==> config.mk <==
export PLATFORM = sky130hd
export DESIGN_NAME = sd_bmp_loader_flat
export DESIGN_NICKNAME = d
export VERILOG_FILES = /design/src/rtl/sd_bmp_loader_if.sv /design/src/rtl/sd_bmp_loader.sv /design/src/flat_wrapper.sv
export SDC_FILE = /design/constraint.sdc
export NUM_CORES = 1
export LEC_CHECK = 0
export CAP_MARGIN = 10
export CORE_UTILIZATION = 52
export CTS_CLUSTER_DIAMETER = 100
export DETAILED_ROUTE_END_ITERATION = 7
export HOLD_SLACK_MARGIN = 0.03
export PLACE_DENSITY_LB_ADDON = 0.2
export SLEW_MARGIN = 30
export SYNTH_ARGS = -nofsm -noshare
export SYNTH_HDL_FRONTEND = slang
export SYNTH_SLANG_ARGS = --single-unit
==> constraint.sdc <==
create_clock -name clk -period 9.4 [get_ports clk]
set_clock_uncertainty 0.2 [all_clocks]
set_input_delay 0.94 -clock clk [delete_from_list [all_inputs] [get_ports clk]]
set_output_delay 0.94 -clock clk [all_outputs]
set_load 0.01 [all_outputs]
==> src/rtl/sd_bmp_loader_if.sv <==
// sd_bmp_loader_if
//   Groups the BMP loader's control handshake, the sd_ctrl_top read port and
//   the SDRAM write-FIFO port into one bundle.
//   master : the loader (drives read requests, pixel writes, status)
//   slave  : the surrounding system (drives start/img_sel and the SD read side)
//   Signals:
//     start/img_sel                   load request and slot number
//     rd_busy/sd_rd_val_en/_data      sd_ctrl_top read status and data words
//     rd_start_en/rd_sec_addr         sector read request
//     sdram_wr_en/_addr/_data         RGB565 pixel writes
//     busy/done/err                   loader status
interface sd_bmp_loader_if #(
    parameter int unsigned SEL_W  = 2,
    parameter int unsigned ADDR_W = 24
);
    logic              start;
    logic [SEL_W-1:0]  img_sel;
    logic              rd_busy;
    logic              sd_rd_val_en;
    logic [15:0]       sd_rd_val_data;
    logic              rd_start_en;
    logic [31:0]       rd_sec_addr;
    logic              sdram_wr_en;
    logic [ADDR_W-1:0] sdram_wr_addr;
    logic [15:0]       sdram_wr_data;
    logic              busy;
    logic              done;
    logic              err;

    modport master (
        input  start, img_sel, rd_busy, sd_rd_val_en, sd_rd_val_data,
        output rd_start_en, rd_sec_addr, sdram_wr_en, sdram_wr_addr,
               sdram_wr_data, busy, done, err
    );

    modport slave (
        output start, img_sel, rd_busy, sd_rd_val_en, sd_rd_val_data,
        input  rd_start_en, rd_sec_addr, sdram_wr_en, sdram_wr_addr,
               sdram_wr_data, busy, done, err
    );
endinterface

==> src/rtl/sd_bmp_loader.sv <==
// sd_bmp_loader
//   Streams a 24-bpp BMP from one of IMG_NUM SD-card slots, validates the
//   header, strips row padding, converts BGR888 to RGB565 and issues addressed
//   SDRAM writes so the frame lands top-down.
//   Ports:
//     clk  - SD/user clock
//     rst  - asynchronous reset, active high
//     bus  - sd_bmp_loader_if.master (control, SD read port, SDRAM write port)
module sd_bmp_loader #(
    parameter int unsigned IMG_W      = 1024,
    parameter int unsigned IMG_H      = 768,
    parameter int unsigned IMG_NUM    = 4,
    parameter int unsigned SEL_W      = 2,
    parameter logic [31:0] BASE_SEC   = 32'd16640,
    parameter int unsigned SEC_STRIDE = 4609,
    parameter int unsigned ADDR_W     = 24
) (
    input  logic            clk,
    input  logic            rst,
    sd_bmp_loader_if.master bus
);
    localparam logic [31:0] TOTAL = 32'(IMG_W * IMG_H);
    localparam logic [1:0]  PAD   = 2'((4 - ((3 * IMG_W) % 4)) % 4);

    typedef enum logic [1:0] {S_IDLE, S_REQ, S_WAIT_HI, S_XFER} state_t;

    state_t            r_state, w_next;
    logic [31:0]       r_ptr, r_byte, r_off, r_width, r_height;
    logic [31:0]       r_pix, r_col, r_row;
    logic [1:0]        r_pad, r_phase;
    logic [7:0]        r_b, r_g;
    logic              r_sig_ok, r_hdr_ok, r_topdown, r_err, r_busy, r_done;
    logic              r_rd_start, r_wr_en;
    logic [ADDR_W-1:0] r_wr_addr;
    logic [15:0]       r_wr_data;

    logic              w_accept, w_consume, w_rd_start, w_all_done, w_hdr_good;
    logic [15:0]       w_bpp;
    logic [31:0]       w_pix, w_col, w_row, w_pos, w_line, w_lin;
    logic [1:0]        w_pad, w_phase;
    logic [7:0]        w_b, w_g, w_byte;
    logic              w_emit;
    logic [ADDR_W-1:0] w_waddr;
    logic [15:0]       w_wdata;

    assign w_accept  = (r_state == S_IDLE) && bus.start && (32'(bus.img_sel) < IMG_NUM);
    assign w_consume = (r_state == S_XFER) && bus.sd_rd_val_en;

    // Little-endian field: even byte position arrives in [15:8].
    assign w_bpp      = {bus.sd_rd_val_data[7:0], bus.sd_rd_val_data[15:8]};
    assign w_hdr_good = r_sig_ok && (r_off >= 32'd54) && (r_off[31:16] == 16'd0) &&
                        (r_width == IMG_W) &&
                        ((r_height == IMG_H) || (r_height == (32'd0 - IMG_H))) &&
                        (w_bpp == 16'd24);

    // Both bytes of a word are walked in order; a word can finish at most one
    // pixel since a pixel needs three bytes.
    always_comb begin
        w_pix   = r_pix;
        w_col   = r_col;
        w_row   = r_row;
        w_pad   = r_pad;
        w_phase = r_phase;
        w_b     = r_b;
        w_g     = r_g;
        w_emit  = 1'b0;
        w_waddr = '0;
        w_wdata = '0;
        w_byte  = '0;
        w_pos   = '0;
        w_line  = '0;
        w_lin   = '0;
        for (int unsigned i = 0; i < 2; i++) begin
            w_byte = (i == 0) ? bus.sd_rd_val_data[15:8] : bus.sd_rd_val_data[7:0];
            w_pos  = r_byte + 32'(i);
            if (r_hdr_ok && (w_pos >= r_off) && (w_pix < TOTAL)) begin
                if (w_pad != 2'd0) begin
                    w_pad = w_pad - 2'd1;
                end else begin
                    case (w_phase)
                        2'd0: begin w_b = w_byte; w_phase = 2'd1; end
                        2'd1: begin w_g = w_byte; w_phase = 2'd2; end
                        default: begin
                            w_line  = r_topdown ? w_row : (IMG_H - 32'd1 - w_row);
                            w_lin   = w_line * IMG_W + w_col;
                            w_emit  = 1'b1;
                            w_waddr = w_lin[ADDR_W-1:0];
                            w_wdata = {w_byte[7:3], w_g[7:2], w_b[7:3]};
                            w_phase = 2'd0;
                            w_pix   = w_pix + 32'd1;
                            w_col   = w_col + 32'd1;
                            if (w_col == IMG_W) begin
                                w_col = '0;
                                w_row = w_row + 32'd1;
                                w_pad = PAD;
                            end
                        end
                    endcase
                end
            end
        end
    end

    assign w_all_done = ((w_consume ? w_pix : r_pix) == TOTAL);

    always_comb begin
        w_next     = r_state;
        w_rd_start = 1'b0;
        case (r_state)
            S_IDLE:    if (w_accept) w_next = S_REQ;
            S_REQ:     if (!bus.rd_busy) begin
                           w_rd_start = 1'b1;
                           w_next     = S_WAIT_HI;
                       end
            S_WAIT_HI: if (bus.rd_busy) w_next = S_XFER;
            S_XFER:    if (!bus.rd_busy) w_next = (w_all_done || r_err) ? S_IDLE : S_REQ;
            default:   w_next = S_IDLE;
        endcase
    end

    always_ff @(posedge clk or posedge rst) begin
        if (rst) begin
            r_state    <= S_IDLE;
            r_ptr      <= '0;
            r_byte     <= '0;
            r_off      <= '0;
            r_width    <= '0;
            r_height   <= '0;
            r_pix      <= '0;
            r_col      <= '0;
            r_row      <= '0;
            r_pad      <= '0;
            r_phase    <= '0;
            r_b        <= '0;
            r_g        <= '0;
            r_sig_ok   <= 1'b0;
            r_hdr_ok   <= 1'b0;
            r_topdown  <= 1'b0;
            r_err      <= 1'b0;
            r_busy     <= 1'b0;
            r_done     <= 1'b0;
            r_rd_start <= 1'b0;
            r_wr_en    <= 1'b0;
            r_wr_addr  <= '0;
            r_wr_data  <= '0;
        end else begin
            r_state    <= w_next;
            r_rd_start <= w_rd_start;
            r_done     <= 1'b0;
            r_wr_en    <= 1'b0;
            if (w_accept) begin
                r_ptr    <= BASE_SEC + 32'(bus.img_sel) * SEC_STRIDE;
                r_byte   <= '0;
                r_off    <= '0;
                r_width  <= '0;
                r_height <= '0;
                r_pix    <= '0;
                r_col    <= '0;
                r_row    <= '0;
                r_pad    <= '0;
                r_phase  <= '0;
                r_sig_ok <= 1'b0;
                r_hdr_ok <= 1'b0;
                r_err    <= 1'b0;
                r_busy   <= 1'b1;
            end
            if ((r_state == S_XFER) && !bus.rd_busy) begin
                if (w_all_done) begin
                    r_done <= 1'b1;
                    r_busy <= 1'b0;
                end else if (r_err) begin
                    r_busy <= 1'b0;
                end else begin
                    r_ptr <= r_ptr + 32'd1;
                end
            end
            if (w_consume) begin
                r_byte    <= r_byte + 32'd2;
                r_pix     <= w_pix;
                r_col     <= w_col;
                r_row     <= w_row;
                r_pad     <= w_pad;
                r_phase   <= w_phase;
                r_b       <= w_b;
                r_g       <= w_g;
                r_wr_en   <= w_emit;
                r_wr_addr <= w_waddr;
                r_wr_data <= w_wdata;
                case (r_byte)
                    32'd0:  r_sig_ok        <= (bus.sd_rd_val_data == 16'h424D);
                    32'd10: r_off[15:0]     <= w_bpp;
                    32'd12: r_off[31:16]    <= w_bpp;
                    32'd18: r_width[15:0]   <= w_bpp;
                    32'd20: r_width[31:16]  <= w_bpp;
                    32'd22: r_height[15:0]  <= w_bpp;
                    32'd24: r_height[31:16] <= w_bpp;
                    32'd28: begin
                        r_hdr_ok  <= w_hdr_good;
                        r_err     <= !w_hdr_good;
                        r_topdown <= r_height[31];
                    end
                    default: ;
                endcase
            end
        end
    end

    assign bus.rd_start_en   = r_rd_start;
    assign bus.rd_sec_addr   = r_ptr;
    assign bus.sdram_wr_en   = r_wr_en;
    assign bus.sdram_wr_addr = r_wr_addr;
    assign bus.sdram_wr_data = r_wr_data;
    assign bus.busy          = r_busy;
    assign bus.done          = r_done;
    assign bus.err           = r_err;
endmodule

==> src/flat_wrapper.sv <==
// flat-port wrapper written by rule: the top's interface ports become plain ports
module sd_bmp_loader_flat 
#(
    parameter int unsigned IMG_W      = 1024,
    parameter int unsigned IMG_H      = 768,
    parameter int unsigned IMG_NUM    = 4,
    parameter int unsigned SEL_W      = 2,
    parameter logic [31:0] BASE_SEC   = 32'd16640,
    parameter int unsigned SEC_STRIDE = 4609,
    parameter int unsigned ADDR_W     = 24
)
  (clk, rst, bus_start, bus_img_sel, bus_rd_busy, bus_sd_rd_val_en, bus_sd_rd_val_data, bus_rd_start_en, bus_rd_sec_addr, bus_sdram_wr_en, bus_sdram_wr_addr, bus_sdram_wr_data, bus_busy, bus_done, bus_err);
  sd_bmp_loader_if #(.SEL_W(SEL_W), .ADDR_W(ADDR_W)) bus_i ();
  input  logic clk;
  input  logic rst;
  input wire logic [$bits(bus_i.start)-1:0] bus_start;
  input wire logic [$bits(bus_i.img_sel)-1:0] bus_img_sel;
  input wire logic [$bits(bus_i.rd_busy)-1:0] bus_rd_busy;
  input wire logic [$bits(bus_i.sd_rd_val_en)-1:0] bus_sd_rd_val_en;
  input wire logic [$bits(bus_i.sd_rd_val_data)-1:0] bus_sd_rd_val_data;
  output wire logic [$bits(bus_i.rd_start_en)-1:0] bus_rd_start_en;
  output wire logic [$bits(bus_i.rd_sec_addr)-1:0] bus_rd_sec_addr;
  output wire logic [$bits(bus_i.sdram_wr_en)-1:0] bus_sdram_wr_en;
  output wire logic [$bits(bus_i.sdram_wr_addr)-1:0] bus_sdram_wr_addr;
  output wire logic [$bits(bus_i.sdram_wr_data)-1:0] bus_sdram_wr_data;
  output wire logic [$bits(bus_i.busy)-1:0] bus_busy;
  output wire logic [$bits(bus_i.done)-1:0] bus_done;
  output wire logic [$bits(bus_i.err)-1:0] bus_err;
  assign bus_i.start = bus_start;
  assign bus_i.img_sel = bus_img_sel;
  assign bus_i.rd_busy = bus_rd_busy;
  assign bus_i.sd_rd_val_en = bus_sd_rd_val_en;
  assign bus_i.sd_rd_val_data = bus_sd_rd_val_data;
  assign bus_rd_start_en = bus_i.rd_start_en;
  assign bus_rd_sec_addr = bus_i.rd_sec_addr;
  assign bus_sdram_wr_en = bus_i.sdram_wr_en;
  assign bus_sdram_wr_addr = bus_i.sdram_wr_addr;
  assign bus_sdram_wr_data = bus_i.sdram_wr_data;
  assign bus_busy = bus_i.busy;
  assign bus_done = bus_i.done;
  assign bus_err = bus_i.err;
  sd_bmp_loader #(.IMG_W(IMG_W), .IMG_H(IMG_H), .IMG_NUM(IMG_NUM), .SEL_W(SEL_W), .BASE_SEC(BASE_SEC), .SEC_STRIDE(SEC_STRIDE), .ADDR_W(ADDR_W)) u_core (.clk(clk), .rst(rst), .bus(bus_i));
endmodule
==> flow_metrics.py <==
metrics = {
    "global_route": {
        "grt-ovfl-total": 0,
        "track_usage": 0.3386,
        "antenna_found_initial": 0,
        "grt_first_pass_wirelength_mm": 118.1,
        "grt_pass1_vias": 20980,
        "grt_max_degree": 180,
    },
    "synth": {
        "synthCells": 2782,
        "synth_nets": 2910,
        "netlist_area_mm2": 0.02259,
        "ys.flop_type": "dfrtp_1",
        "ys_seq_area_frac": 0.3346,
        "synth.distinct_cells": 111,
        "synth_edf_count": 0,
        "ys_ff_latch": 302,
        "yosysWarningCount": 0,
        "async_flop_share": 1.000,
        "syn_area_per_cell_um2": 8.119,
    },
    "cts": {
        "clkLatencyLatePin_ns": 0.57,
        "htree_levels": 2,
        "postCtsSetupRepairBufs": 0,
        "cts_made_buffers": 36,
        "cts_resized": 0,
        "tritoncts": "yes",
        "ctsRootBufferMaster": "clkbuf_16",
        "clock_sinks": 302,
        "path_clk_slew_ns": 0.06,
        "cts_hold_buffers": 0,
        "cts.path.max_buffers": 3,
    },
    "route": {
        "drtIter0Drc": 2203,
        "post-route-drc-count": 0,
        "drt_pass1_iterations": 6,
        "via_per_inst": 6.500,
        "wl_per_cell_um": 22.36,
        "ant_nets": 0,
        "vias": 21720,
        "drt_wl_total_mm": 74.72,
    },
    "power": {
        "powerDensity_mw_per_mm2": 151.0,
        "max-vdd-ir-drop_v": 0.0001649,
        "total_power_uw": 3779,
        "p_leak_uw": 0.01038,
    },
    "flow_run": {
        "max-cap-violations": 0,
    },
    "critical_path": {
        "critPathRequiredTime_ns": 9.63,
        "crit_buf_inv": 0,
        "max_stage_delay_ns": 0.74,
        "critical-path-top-delay-family": "simple AND/OR/NAND/NOR gates",
        "crit_chain": "ha_1, and3_1, nand4_1, mux2i_1, nand3_1, or4_1, nor4_1, a211oi_1, a21o_1, ha_1, nand2_1, mux2_2, nor4b_2, nand4_1, xor2_1, a2111oi_2, nand4_4, nor3_2, nand2b_1, o211ai_1",
        "r2r-end": "u_core.r_col[3]",
        "worstSetupEndpoint": "u_core.r_col[3]",
        "start_kind": "register",
        "worstPathArrival_ns": 7.23,
        "r2r-start": "u_core.r_col[0]",
        "r2r_slack_ns": 2.40,
        "crit_start": "u_core.r_col[0]",
        "worst-path-stages": 20,
        "crit_type": "register to register",
        "worst_r2r_path_depth": 20,
        "cpMaxStageDelayCell": "and3_1",
        "end_kind": "register",
        "critical_path_peak_fanout": 15,
    },
    "timing": {
        "drv_slew": 0,
        "max_slew_margin": 0.3832,
        "hold_viol_final": 0,
        "tns_ns": 0,
        "fmax_mhz": 142.8,
        "setup_violations": 0,
        "grt_setup_unrepaired": "false",
        "fin_crit_sh": 0.7451,
        "finalCriticalPeriod_ns": 7.004,
        "worst_pin_slew_ns": 0.9223,
        "whs_ns": 0.2832,
    },
    "die": {
        "core-area_mm2": 0.04242,
        "start_util": 0.5325,
        "die-area_mm2": 0.04427,
        "row_count": 75,
        "die_y_um": 210.4,
        "dieWidth_um": 210.4,
        "ios": 100,
    },
    "final_layout": {
        "nets": 2865,
        "syn2layout_area_growth_pct": 10.78,
        "layout-drive-gt1-share": 0.06983,
        "antenna_cells": 0,
    },
    "place": {
        "io_buffer_count": 99,
        "gp_congestion": 1.034,
        "hpwl_mm": 52.68,
    },
    "run_status": {
        "status": "finished, final reports clean",
    },
    "hold_path": {
        "hold_class": "register to register",
    },
}
## worst min-delay path by stage
| stage | startpoint | to | slack [ns] | cells after the start |
|---|---|---|---|---|
| final | u_core.bus.sdram_wr_data[10] | u_core.bus.sdram_wr_data[10] | 0.28 | 2 |
| after global routing | u_core.r_pix[30] | u_core.r_pix[30] | 0.30 | 1 |
| after CTS | u_core.bus.sdram_wr_data[10] | u_core.bus.sdram_wr_data[10] | 0.29 | 2 |
| after detailed placement | u_core.r_pix[23] | u_core.r_pix[23] | 0.27 | 1 |
| after global placement | u_core.bus.sdram_wr_data[12] | u_core.bus.sdram_wr_data[12] | 0.27 | 2 |
| after floorplan | u_core.r_pix[28] | u_core.r_pix[28] | 0.25 | 1 |
## Yosys cell counts, types with 10 or more instances
library cell	instances	area share
nand2_1	423	0.070
dfrtp_1	302	0.33
o21ai_0	212	0.047
nor2_1	180	0.030
clkbuf_1	171	0.028
a21oi_1	150	0.033
xnor2_1	110	0.043
nand3_1	107	0.024
ha_1	103	0.057
inv_1	87	0.014
nand4_1	78	0.022
and3_1	63	0.017
nor3_1	59	0.013
nor4_1	57	0.016
o31ai_1	51	0.017
xor2_1	50	0.019
and2_1	44	0.012
mux2i_1	31	0.014
buf_2	27	0.0060
a211oi_1	26	0.0086
a21o_1	24	0.0080
a22o_1	23	0.0089
o22ai_1	22	0.0061
or3_1	19	0.0053
a2bb2oi_1	17	0.0066
a31oi_1	17	0.0047
a221oi_1	16	0.0062
a22oi_1	16	0.0053
and4_1	14	0.0054
nor3b_1	14	0.0047
o211ai_1	14	0.0047
nand2b_1	13	0.0036
a211o_1	10	0.0039
mux2_2	10	0.0050
or2_2	10	0.0028
## through the flow
step	utilization	cell area, um2	std cells	setup slack [ns]
floorplan	-	22590	2782	3.880
finish	0.5899	25020	3341	2.396
CTS	0.5892	24990	3340	2.566
global placement	0.5594	23730	3275	2.445
detailed placement	0.5598	23750	3275	2.602
global route	0.5899	25020	3341	2.058
## worst register-to-register path, stage by stage, from the launching register on
cell,delay (ns)
dfrtp_1,0.60
ha_1,0.38
and3_1,0.74
nand4_1,0.31
mux2i_1,0.30
nand3_1,0.11
or4_1,0.50
nor4_1,0.59
a211oi_1,0.18
a21o_1,0.21
ha_1,0.23
nand2_1,0.07
mux2_2,0.25
nor4b_2,0.11
nand4_1,0.21
xor2_1,0.12
a2111oi_2,0.51
nand4_4,0.29
nor3_2,0.51
nand2b_1,0.33
o211ai_1,0.14
## layer usage
layer / vias up / wire length [um] / track usage
met1: 10500 / 30320 / 0.4304
li1: 10000 / - / -
met4: 0 / 4308 / 0.1812
met3: 272 / 5395 / 0.05602
met2: 948 / 34700 / 0.5525
met5: - / 0 / 0
## where the power goes
part           switching, uW  total (uW)  internal [uW]
Combinational            573         842            270
Sequential              67.4        1430           1360
Clock                    609        1510            900
## kinds of logic after synthesis
kind of cell | share of synthesized area
multiplexers | 0.01972
flip-flops | 0.3346
XOR/XNOR | 0.06348
buffers and inverters | 0.05290
AND/OR/NAND/NOR | 0.2582
AO/OA/AOI/OAI | 0.2123
adder cells (fa/ha/maj) | 0.05883
## cell usage in the layout (no fill, tap or decap), types with 10 or more instances in the layout
cell type | synthesis | layout
nand2_1 | 423 | 421
dfrtp_1 | 302 | 302
o21ai_0 | 212 | 212
nor2_1 | 180 | 177
a21oi_1 | 150 | 150
xnor2_1 | 110 | 109
nand3_1 | 107 | 107
ha_1 | 103 | 103
clkdlybuf4s50_1 | 0 | 99
inv_1 | 87 | 86
nand4_1 | 78 | 78
and3_1 | 63 | 62
nor3_1 | 59 | 59
nor4_1 | 57 | 57
o31ai_1 | 51 | 51
xor2_1 | 50 | 50
and2_1 | 44 | 42
clkbuf_16 | 0 | 36
mux2i_1 | 31 | 31
buf_4 | 8 | 30
a211oi_1 | 26 | 26
a21o_1 | 24 | 24
a22o_1 | 23 | 23
o22ai_1 | 22 | 22
or3_1 | 19 | 19
a31oi_1 | 17 | 17
a2bb2oi_1 | 17 | 17
a22oi_1 | 16 | 16
a221oi_1 | 16 | 16
o211ai_1 | 14 | 14
and4_1 | 14 | 14
nand2b_1 | 13 | 12
nor3b_1 | 14 | 11
a211o_1 | 10 | 10
or2_2 | 10 | 10
mux2_2 | 10 | 10
## layout make-up
cell class,count,area [um2]
timing repair buffer,131,1264
fill,3809,17390
inverter,87,330.3
multi-input combinational,2179,13900
clock inverter,21,285.3
sequential,302,7557
tap,577,721.9
clock buffer,44,960.9
## flip-flops by register name, indices dropped and copies added, names as in the netlist, 6 cells and up
signal	cells
u_core.r_g	6
u_core.r_off	32
u_core.r_col	32
u_core.r_byte	31
u_core.bus.rd_sec_addr	32
u_core.r_width	32
u_core.r_height	32
u_core.bus.sdram_wr_data	16
u_core.bus.sdram_wr_addr	24
u_core.r_pix	32
u_core.r_row	14
(Power assumes the default switching activity.)
